## src/rtl/uart_frame_decoder.sv

```systemverilog
// uart_frame_decoder: assembles SOF/CMD/LEN/PAYLOAD/CHK frames from the UART byte strobe,
// presents good frames on a valid/ready handshake and pulses an error flag for each discarded frame.
module uart_frame_decoder #(
    parameter logic [7:0]  SOF_BYTE     = 8'hAA,
    parameter int unsigned MAX_LEN      = 8,
    parameter int unsigned TIMEOUT_CLKS = 104170
) (
    input  logic                   clk,
    input  logic                   rst,
    input  logic                   rx_vd,
    input  logic [7:0]             rx_data,
    output logic                   frm_valid,
    input  logic                   frm_ready,
    output logic [7:0]             frm_cmd,
    output logic [3:0]             frm_len,
    output logic [8*MAX_LEN-1:0]   frm_payload,
    output logic                   err_chk,
    output logic                   err_len,
    output logic                   err_to,
    output logic                   ovf
);

    localparam int unsigned      CNT_W     = (TIMEOUT_CLKS > 2) ? $clog2(TIMEOUT_CLKS) : 1;
    localparam logic [CNT_W-1:0] CNT_LAST  = CNT_W'(TIMEOUT_CLKS - 1);
    localparam logic [7:0]       MAX_LEN_B = 8'(MAX_LEN);

    typedef enum logic [2:0] {
        S_HUNT,
        S_CMD,
        S_LEN,
        S_PAYLOAD,
        S_CHK,
        S_HOLD
    } state_t;

    state_t               state_q, state_d;
    logic [7:0]           cmd_q, cmd_d;
    logic [3:0]           len_q, len_d;
    logic [8*MAX_LEN-1:0] pl_q, pl_d;
    logic [7:0]           chk_q, chk_d;
    logic [3:0]           idx_q, idx_d;
    logic [CNT_W-1:0]     cnt_q, cnt_d;
    logic                 err_chk_d, err_len_d, err_to_d, ovf_d;
    logic                 in_frame;

    assign frm_valid   = (state_q == S_HOLD);
    assign frm_cmd     = cmd_q;
    assign frm_len     = len_q;
    assign frm_payload = pl_q;

    // Next-state, datapath updates and error pulse requests for the frame parser.
    always_comb begin
        state_d   = state_q;
        cmd_d     = cmd_q;
        len_d     = len_q;
        pl_d      = pl_q;
        chk_d     = chk_q;
        idx_d     = idx_q;
        cnt_d     = '0;
        err_chk_d = 1'b0;
        err_len_d = 1'b0;
        err_to_d  = 1'b0;
        ovf_d     = 1'b0;
        in_frame  = (state_q == S_CMD) || (state_q == S_LEN) ||
                    (state_q == S_PAYLOAD) || (state_q == S_CHK);

        case (state_q)
            S_HUNT: begin
                if (rx_vd && (rx_data == SOF_BYTE)) begin
                    state_d = S_CMD;
                end
            end
            S_CMD: begin
                if (rx_vd) begin
                    cmd_d   = rx_data;
                    chk_d   = rx_data;
                    pl_d    = '0;
                    idx_d   = '0;
                    state_d = S_LEN;
                end
            end
            S_LEN: begin
                if (rx_vd) begin
                    len_d = rx_data[3:0];
                    chk_d = chk_q ^ rx_data;
                    if (rx_data > MAX_LEN_B) begin
                        err_len_d = 1'b1;
                        state_d   = S_HUNT;
                    end else if (rx_data == 8'd0) begin
                        state_d = S_CHK;
                    end else begin
                        state_d = S_PAYLOAD;
                    end
                end
            end
            S_PAYLOAD: begin
                if (rx_vd) begin
                    for (int unsigned i = 0; i < MAX_LEN; i++) begin
                        if (idx_q == 4'(i)) begin
                            pl_d[8*i +: 8] = rx_data;
                        end
                    end
                    chk_d = chk_q ^ rx_data;
                    idx_d = idx_q + 4'd1;
                    if ((idx_q + 4'd1) == len_q) begin
                        state_d = S_CHK;
                    end
                end
            end
            S_CHK: begin
                if (rx_vd) begin
                    if (rx_data == chk_q) begin
                        state_d = S_HOLD;
                    end else begin
                        err_chk_d = 1'b1;
                        state_d   = S_HUNT;
                    end
                end
            end
            S_HOLD: begin
                if (rx_vd) begin
                    ovf_d = 1'b1;
                end
                if (frm_ready) begin
                    state_d = S_HUNT;
                end
            end
            default: begin
                state_d = S_HUNT;
            end
        endcase

        // A strobe in the timeout clk keeps the frame alive, so only idle clks count.
        if (in_frame && !rx_vd) begin
            if (cnt_q == CNT_LAST) begin
                err_to_d = 1'b1;
                state_d  = S_HUNT;
            end else begin
                cnt_d = cnt_q + CNT_W'(1);
            end
        end
    end

    // State, frame fields, checksum, timeout counter and registered error pulses.
    always_ff @(posedge clk) begin
        if (rst) begin
            state_q <= S_HUNT;
            cmd_q   <= '0;
            len_q   <= '0;
            pl_q    <= '0;
            chk_q   <= '0;
            idx_q   <= '0;
            cnt_q   <= '0;
            err_chk <= 1'b0;
            err_len <= 1'b0;
            err_to  <= 1'b0;
            ovf     <= 1'b0;
        end else begin
            state_q <= state_d;
            cmd_q   <= cmd_d;
            len_q   <= len_d;
            pl_q    <= pl_d;
            chk_q   <= chk_d;
            idx_q   <= idx_d;
            cnt_q   <= cnt_d;
            err_chk <= err_chk_d;
            err_len <= err_len_d;
            err_to  <= err_to_d;
            ovf     <= ovf_d;
        end
    end

endmodule

```

## config.mk

```make
export PLATFORM = sky130hd
export DESIGN_NAME = uart_frame_decoder
export DESIGN_NICKNAME = d
export VERILOG_FILES = /design/src/rtl/uart_frame_decoder.sv
export SDC_FILE = /design/constraint.sdc
export NUM_CORES = 1
export LEC_CHECK = 0
export ABC_AREA = 1
export BUFFER_PORTS_ARGS = -buffer_cell sky130_fd_sc_hd__buf_2
export CAP_MARGIN = 10
export CORE_MARGIN = 2
export CORE_UTILIZATION = 30
export CTS_CLUSTER_SIZE = 28
export DETAILED_ROUTE_END_ITERATION = 12
export PLACE_DENSITY = 0.5
export SLEW_MARGIN = 15
export SYNTH_ARGS = -nofsm -noshare
export SYNTH_HDL_FRONTEND = slang
export SYNTH_SLANG_ARGS = --single-unit
export TNS_END_PERCENT = 1
```

## constraint.sdc

```tcl
create_clock -name clk -period 1.5 [get_ports clk]
set_input_delay 0.15 -clock clk [delete_from_list [all_inputs] [get_ports clk]]
set_output_delay 0.15 -clock clk [all_outputs]
set_load 0.005 [all_outputs]
```

==> results of run 1 <==
==> cell families (layout without fill, tap and decap cells) <==
group	count (synthesis)	after routing	synth area share, %
compound gates	161	161	18.8
xor+xnor	7	7	1.24
fa+ha+maj	6	6	1.52
buf+inv	92	227	9.07
flops	112	112	45.5
simple gates	257	257	23.8
==> Yosys cell counts (all sizes together) <==
cell type | count | area, um2
ha | 6 | 75.1
buf | 17 | 165
a21oi | 67 | 395
dfxtp | 112 | 2240
nand2b | 1 | 6.26
nand4 | 7 | 43.8
o21bai | 1 | 11.3
xnor2 | 3 | 26.3
or2 | 4 | 25.0
nor3b | 3 | 27.5
nand3b | 4 | 30.0
nor3 | 10 | 50.1
inv | 67 | 251
clkbuf | 8 | 30.0
nand3 | 25 | 130
o21ai | 77 | 389
nor2 | 101 | 434
xor2 | 4 | 35.0
nand2 | 99 | 402
nor4 | 3 | 25.0
o22ai | 2 | 12.5
a211oi | 14 | 120
==> cell usage in the layout (no fill, tap or decap), types with 4 or more instances in the layout <==
cell	n
nor2_4	9
a21oi_1	56
xor2_1	4
nor2_1	87
inv_2	11
nand2_1	92
clkbuf_16	9
o21ai_1	6
buf_12	11
a21oi_2	6
nand3b_1	4
inv_1	55
nor2_2	5
a21oi_4	5
o21ai_0	70
a211oi_1	11
nand3_1	23
buf_4	38
nor3_1	9
nand2_2	4
dfxtp_2	6
dfxtp_1	106
nand4_1	7
buf_2	92
==> routing by layer <==
metal,up-vias,part of all wire (%)
li1,2333,-
met1,2077,47
met2,96,46
met3,17,5.8
met4,0,1.4
met5,-,0
==> what timing repair did <==
item,in CTS,in global routing
endpoints found under the setup margin,14,82
resized for setup,9,29
pin swaps,1,10
buffers inserted,0,5
==> sequential cells by signal, summed over array words and instances, names as in the netlist <==
signal       count
frm_payload     64
err_chk          1
frm_cmd          8
state_q          3
err_to           1
chk_q            8
idx_q            4
err_len          1
cnt_q           17
frm_len          4
ovf              1
==> power by group through the flow <==
stage	Sequential, mW	Combinational (mW)	Clock [mW]
finish	2.97	0.163	2.38
global route	2.97	0.179	2.58
CTS	2.97	0.159	2.45
detailed placement	3.04	0.158	0
global placement	3.04	0.157	0
floorplan	3.04	0.0877	0
==> worst reg2reg max path, cell delays in order (launching register included) <==
cell,delay [ns]
dfxtp_2,0.33
inv_2,0.06
nor2_4,0.18
inv_2,0.09
nor2_4,0.17
inv_4,0.09
buf_12,0.14
nor2_4,0.09
buf_12,0.13
nor2_1,0.05
nor2_1,0.11
==> through the flow <==
step	area, um2	utilization [%]	hold WS [ns]
after detailed placement	5950	37.3	0.458
after global routing	6410	40.2	0.167
after CTS	6270	39.3	0.131
after global placement	5950	37.3	0.452
final	6410	40.2	0.139
after floorplan	4930	-	0.319
==> worst max-delay path by stage <==
stage	depth (start not counted)	endpoint
after global placement	10	state_q[2]
after floorplan	11	cnt_q[16]
after global routing	10	frm_payload[1]
after detailed placement	10	state_q[2]
final	10	frm_payload[1]
after CTS	7	frm_payload[5]
==> cell type report <==
type	count	area, um2	area share (%)
well taps	216	270	4.22
repair buffers	144	1000	15.6
clock buffers	11	253	3.94
inverters	67	254	3.96
multi-input cells	431	2340	36.6
flip-flops and latches	112	2250	35.1
clock inverters	5	37.5	0.586
==> flow_summary.yaml, run 1 <==
die:
  ios: 93
  start_util_pct: 30.9
  core_area_mm2: 0.0159
  die_area_mm2: 0.0175
  die_w_um: 132
  rows: 46
  die_height_um: 132
cts:
  htreeDepth: 3
  insertion_delay_ns: 0.36
  hold_buffers: 0
  path_clk_slew_ns: 0.08
  cts_made_buffers: 9
  clock-sinks: 112
  cts_max_path_buffers: 2
  tritoncts: "yes"
  cts_root_buf: "clkbuf_16"
worst_setup_path:
  cpMaxStageDelayCell: "dfxtp_2"
  cp_max_fo: 8
  criticalPathCategory: "flip-flop to flip-flop"
  cp.arrival_ns: 1.80
  endpoint_kind: "flip-flop"
  r2r_end: "frm_payload[1]"
  worstSetupStartpoint: "state_q[0]"
  setup.worst_path.start_class: "flip-flop"
  r2r_slack_ns: -0.004
  critPathBufInv: 5
  crit_path_cell_trace: "inv_2 -> nor2_4 -> inv_2 -> nor2_4 -> inv_4 -> buf_12 -> nor2_4 -> buf_12 -> nor2_1 -> nor2_1"
  rr_worst_depth: 10
  r2r-start: "state_q[0]"
  crit_family: "simple AND/OR/NAND/NOR gates"
  cp.required_ns: 1.79
  max_stage_delay_ns: 0.33
  cp_common_cell: "nor2_4"
grt:
  use_met3_pct: 5.00
  gr-usage-met2_pct: 24.7
  grt_use_met1_pct: 20.0
  grt_start_max_net_pins: 49
  antenna_found_initial: 0
  track_usage_pct: 15.6
  top_usage_layer: "met2"
  grt_overflow: 0
  grt_pass1_vias: 4407
  grt_first_pass_wirelength_um: 22000
cells_and_area:
  diodes: 0
  syn2layout_area_growth_pct: 30.1
  fillerInstances: 1613
  drive_above_1_share_pct: 29.5
  instances_no_fill: 986
  finalNetCount: 783
sta:
  finalSetupViolations: 1
  fin_tns_setup_ns: -0.00437
  post-route-min-period_ns: 1.50
  rsz0062_at_grt: "yes"
  skew_ns: 0.00769
  setup_ws_ns: -0.00437
  slew_headroom_pct: 76.3
  timing.fmax_mhz: 665
  slew_viol_final: 0
  worst_pin_slew_ns: 0.355
  finalHoldViolCount: 0
  fin_crit_sh_pct: 100
logic_synthesis:
  synth_fp_nets: 653
  synth_area_per_cell_um2: 7.76
  synth-seq-cells: 112
  yosys_warnings: 0
  netlist_area_mm2: 0.00493
  synth_cell_types: 39
  yosysSeqAreaShare_pct: 45.5
  syn_inst: 635
run_status:
  violations: "setup timing"
  status: "finished, violations left"
place:
  place.gp.congestion: 0.830
  place_ws_ns: -0.0444
  io_buffers: 92
  dp.cells: 965
  dp_hpwl_um: 9710
power:
  comb_power_share_pct: 3.0
  leakage_nw: 2.90
  switching_power_mw: 1.26
  swShare_pct: 22.9
  seq_power_share_pct: 53.9
  p_int_mw: 4.25
  irDropWorstVdd_v: 0.000521
  p_per_area_mw_per_mm2: 861
  p_total_mw: 5.52
  p_clk_share_pct: 43.1
worst_hold_path:
  holdPathStages: 3
  worstHoldStart: "rx_data[2]"
  worst_hold_path_type: "input pin to flip-flop"
  hold_path_end: "frm_cmd[2]"
routing:
  vias: 4523
  route.antenna.remaining_nets: 0
  drc: 0
  routed_wl_um: 13600
  drt-initial-drc-count: 194
  wl_per_cell_um: 13.8
  viasPerCell: 4.59
  drt-pass1-iter-count: 4
flow_run:
  maxCapViolCount: 0
No activity file was read; power rests on OpenSTA's default activity.
==> inputs of run 2 (changes only) <==
--- a/config.mk
+++ b/config.mk
@@ -12,9 +12,10 @@
 export CORE_UTILIZATION = 30
 export CTS_CLUSTER_SIZE = 28
 export DETAILED_ROUTE_END_ITERATION = 12
+export GPL_TIMING_DRIVEN = 0
 export PLACE_DENSITY = 0.5
 export SLEW_MARGIN = 15
 export SYNTH_ARGS = -nofsm -noshare
 export SYNTH_HDL_FRONTEND = slang
 export SYNTH_SLANG_ARGS = --single-unit
-export TNS_END_PERCENT = 1
+export TNS_END_PERCENT = 5
==> run 2 against run 1 <==
Against the previous run: the flow still finishes with violations (setup timing); maximum frequency down 6.3%; critical path type unchanged; utilization down 1.1 points; sequential power hardly changed; highest routed layer unchanged; critical endpoint is now cnt_q[16].
==> flow_summary.yaml, run 2 (same netlist as run 1, synthesis figures left out) <==
run_status:
  status: "finished, violations left"
  violations: "setup timing"
sta:
  timing.fmax_mhz: 623
  skew_ns: 0.00593
  finalHoldViolCount: 0
  fin_crit_sh_pct: 107
  slew_viol_final: 0
  worst_pin_slew_ns: 0.699
  post-route-min-period_ns: 1.60
  setup_ws_ns: -0.105
  slew_headroom_pct: 53.4
  fin_tns_setup_ns: -0.190
  finalSetupViolations: 6
  rsz0062_at_grt: "yes"
routing:
  route.antenna.remaining_nets: 0
  routed_wl_um: 14200
  viasPerCell: 4.66
  drt-pass1-iter-count: 4
  drc: 0
  wl_per_cell_um: 14.6
  drt-initial-drc-count: 200
  vias: 4520
worst_hold_path:
  worstHoldStart: "rx_vd"
  worst_hold_path_type: "input pin to flip-flop"
place:
  io_buffers: 90
  place_ws_ns: -0.230
  dpl_cell_area_mm2: 0.00565
  dp_hpwl_um: 9940
  place.gp.congestion: 0.849
die:
  die_area_mm2: 0.0175
  die_height_um: 132
  die_w_um: 132
  rows: 46
  core_area_mm2: 0.0159
  start_util_pct: 30.9
  ios: 93
worst_setup_path:
  cp.required_ns: 1.75
  criticalPathCategory: "flip-flop to flip-flop"
  cp_common_cell: "nand2_1"
  crit_path_cell_trace: "ha_4 -> nand2_2 -> inv_2 -> nand2_4 -> nor2_4 -> nand3b_1 -> nor2_2 -> nand2_1 -> xor2_1 -> nand2_1 -> inv_1"
  cpMaxStageDelayCell: "dfxtp_2"
  worstSetupStartpoint: "cnt_q[1]"
  max_stage_delay_ns: 0.37
  crit_family: "simple AND/OR/NAND/NOR gates"
  setup.worst_path.start_class: "flip-flop"
  cp.arrival_ns: 1.86
  critPathBufInv: 2
  r2r-start: "cnt_q[1]"
  endpoint_kind: "flip-flop"
  cp_max_fo: 4
cells_and_area:
  multi_input_area_mm2: 0.00241
  final_cell_mix: "105 x dfxtp_1, 92 x buf_2, 86 x nand2_1"
  drive_above_1_share_pct: 29.0
  layout_commonest_cell: "dfxtp_1"
  utilization_pct: 39.1
  diodes: 0
  fin_area_mm2: 0.00624
  finalNetCount: 766
  largest_reg_flops: 64
  fillerInstances: 1644
  seq_area_mm2: 0.00226
  syn2layout_area_growth_pct: 26.6
grt:
  grt_pass1_vias: 4193
  track_usage_pct: 15.7
  antenna_found_initial: 0
  grt_first_pass_wirelength_um: 21800
  grt_overflow: 0
  grt_start_max_net_pins: 21
cts:
  cts_made_buffers: 9
  insertion_delay_ns: 0.35
  tritoncts: "yes"
  clock-sinks: 112
  path_clk_slew_ns: 0.08
  htreeDepth: 3
  cts_max_path_buffers: 2
  cts_root_buf: "clkbuf_16"
power:
  p_per_area_mw_per_mm2: 908
  leakage_nw: 2.78
  irDropWorstVdd_v: 0.000601
flow_run:
  maxCapViolCount: 0
[run 2: worst paths after layout]
check,end,slack (ns),cells after the start
worst min register to register,frm_payload[40],0.48,2
worst max-delay path,cnt_q[16],-0.10,11
worst min-delay path,err_chk,0.13,3
worst max register to register,cnt_q[16],-0.10,11
[run 2: layer usage]
metal,GRT usage (%),vias up,share of wire [%]
met5,0,-,0
met4,6.58,0,2.4
met3,4.31,21,5.7
met2,24.3,109,46
met1,20.7,2083,46
li1,-,2307,-
[run 2: tightest hold or removal path, cell delays in order]
cell,delay [ns]
buf_4,0.16
nand3_1,0.09
a21oi_1,0.04
[run 2: repair_timing]
item | in CTS | in global routing
resized for setup | 11 | 50
hold endpoints to repair | 0 | 0
setup buffers | 2 | 10
setup endpoints to repair | 42 | 93
hold buffers | 0 | 0
pin swaps | 1 | 17
[run 2: area by class of cell]
| cell class | count | area share [%] |
|---|---|---|
| plain buffers | 25 | 3.13 |
| multi-input cells | 431 | 38.6 |
| clock inverters | 7 | 1.34 |
| inverters | 67 | 4.11 |
| clock buffers | 9 | 3.61 |
| flip-flops and latches | 112 | 36.2 |
| repair buffers | 102 | 8.72 |
| well taps | 216 | 4.33 |
[run 2: through the flow]
stage	hold WS [ns]	instances	power, mW
finish	0.132	969	5.67
CTS	0.116	959	5.73
global placement	0.447	941	3.20
detailed placement	0.455	941	3.20
global route	0.136	969	5.88
floorplan	0.319	635	3.13
[run 2: where the power goes]
part           switching (mW)  internal [mW]
sequential            0.00124           2.97
combinational           0.117         0.0422
clock                    1.20           1.33
total                    1.32           4.34
==> inputs of run 3 (changes only) <==
--- a/config.mk
+++ b/config.mk
@@ -14,6 +14,7 @@
 export DETAILED_ROUTE_END_ITERATION = 12
 export GPL_TIMING_DRIVEN = 0
 export PLACE_DENSITY = 0.5
+export RECOVER_POWER = 25
 export SLEW_MARGIN = 15
 export SYNTH_ARGS = -nofsm -noshare
 export SYNTH_HDL_FRONTEND = slang
==> run 3 against run 2 <==
Against the previous run: the flow still finishes with violations (setup timing); via count is 0.29% higher; count of clock-buffer cells in the layout stayed put; register-to-register slack hardly changed; maximum frequency is 0.18% higher; sequential cell count stayed put; final area is 0.22% lower; global-route usage stayed put; routed wire length hardly changed; combinational power hardly changed; worst hold slack hardly changed; final cell count stayed put.
==> flow_summary.yaml, run 3 (same netlist as run 1, synthesis figures left out) <==
run_status:
  status: "finished, violations left"
  violations: "setup timing"
place:
  dp_hpwl_um: 9940
  dpl_cell_area_mm2: 0.00565
  io_buffers: 90
  place.gp.congestion: 0.849
worst_setup_path:
  worstSetupStartpoint: "cnt_q[1]"
  endpoint_kind: "flip-flop"
  rr_worst_depth: 11
  cp.required_ns: 1.75
  r2r-start: "cnt_q[1]"
  cp.arrival_ns: 1.86
  criticalPathCategory: "flip-flop to flip-flop"
  crit_end: "cnt_q[16]"
  setup.worst_path.start_class: "flip-flop"
  r2r_slack_ns: -0.10
  cp_max_fo: 4
  r2r_end: "cnt_q[16]"
flow_run:
  maxCapViolCount: 0
sta:
  finalHoldViolCount: 0
  post-route-min-period_ns: 1.60
  skew_ns: 0.00605
  fin_tns_setup_ns: -0.186
  setup_ws_ns: -0.102
  worst_pin_slew_ns: 0.699
  finalSetupViolations: 6
  slew_viol_final: 0
  timing.fmax_mhz: 624
  fin_crit_sh_pct: 107
  rsz0062_at_grt: "yes"
  slew_headroom_pct: 53.4
cts:
  path_clk_slew_ns: 0.08
  clock-sinks: 112
  tritoncts: "yes"
  cts_made_buffers: 9
  htreeDepth: 3
  cts_root_buf: "clkbuf_16"
  hold_buffers: 0
  cts_max_path_buffers: 2
  insertion_delay_ns: 0.35
routing:
  routed_wl_um: 14100
  drt-initial-drc-count: 199
  drc: 0
  route.antenna.remaining_nets: 0
  viasPerCell: 4.68
  wl_per_cell_um: 14.6
  vias: 4533
  drt-pass1-iter-count: 4
cells_and_area:
  seq_area_mm2: 0.00226
  syn2layout_area_growth_pct: 26.4
  diodes: 0
  fin_area_mm2: 0.00623
  finalNetCount: 766
  utilization_pct: 39.1
  final_cell_mix: "105 x dfxtp_1, 86 x nand2_1, 85 x nor2_1"
  layout_commonest_cell: "dfxtp_1"
  drive_above_1_share_pct: 27.5
  fillerInstances: 1648
  multi_input_area_mm2: 0.00241
  largest_reg_flops: 64
grt:
  grt_first_pass_wirelength_um: 21800
  grt_start_max_net_pins: 21
  track_usage_pct: 15.7
  grt_pass1_vias: 4193
  antenna_found_initial: 0
  grt_overflow: 0
worst_hold_path:
  worst_hold_path_type: "input pin to flip-flop"
die:
  rows: 46
  core_area_mm2: 0.0159
  die_w_um: 132
  die_area_mm2: 0.0175
  ios: 93
  die_height_um: 132
  start_util_pct: 30.9
power:
  irDropWorstVdd_v: 0.000601
  p_per_area_mw_per_mm2: 910
  leakage_nw: 2.73
## run 3: changes by cell type in the layout (fill, tap and decap cells not counted)
cell	change
clkbuf_1	+11
buf_2	-11
## run 3: what timing repair did
item	in CTS	in global routing
endpoints found under the setup margin	42	93
buffers inserted	2	10
hold endpoints to repair	0	0
resized for setup	11	50
pin swaps	1	17
## run 3: through the flow
step,setup slack (ns),std cells,hold slack (ns),power (mW)
after detailed placement,-0.230,941,0.455,3.20
after floorplan,0.00761,635,0.319,3.13
after global placement,-0.171,941,0.447,3.20
after CTS,-0.143,959,0.116,5.73
final,-0.102,969,0.132,5.67
after global routing,-0.193,969,0.136,5.88
## run 3: worst min-delay path by stage
stage                     cells after the start    endpoint        from
final                                         3     err_chk       rx_vd
after global routing                          3     err_chk       rx_vd
after CTS                                     3     err_chk       rx_vd
after detailed placement                      1    cnt_q[0]    cnt_q[0]
after global placement                        1    cnt_q[0]    cnt_q[0]
after floorplan                               2  frm_cmd[5]  rx_data[5]
## run 3: critical path, stage by stage, from the launching register on
cell and delay (ns):
dfxtp_2 0.37, ha_4 0.15, nand2_2 0.05, inv_2 0.08, nand2_4 0.06, nor2_4 0.14
nand3b_1 0.16, nor2_2 0.18, nand2_1 0.08, xor2_1 0.14, nand2_1 0.05, inv_1 0.03
## run 3: layout make-up
class,count,share of cell area (%)
multi-input cells,431,38.6
flip-flops and latches,112,36.3
repair buffers,102,8.52
inverters,67,4.12
clock inverters,7,1.35
well taps,216,4.34
plain buffers,25,3.14
clock buffers,9,3.62
## run 3: layer usage
metal	GRT usage, %	share of wire (%)
met1	20.7	46
met2	24.3	46
met3	4.31	5.8
met4	6.58	2.4
met5	0	0
## run 3: where the power goes
group | leakage, nW | switching, mW | internal (mW)
Sequential | 0.906 | 0.00124 | 2.97
Clock | 0.149 | 1.21 | 1.33
Combinational | 1.67 | 0.117 | 0.0422
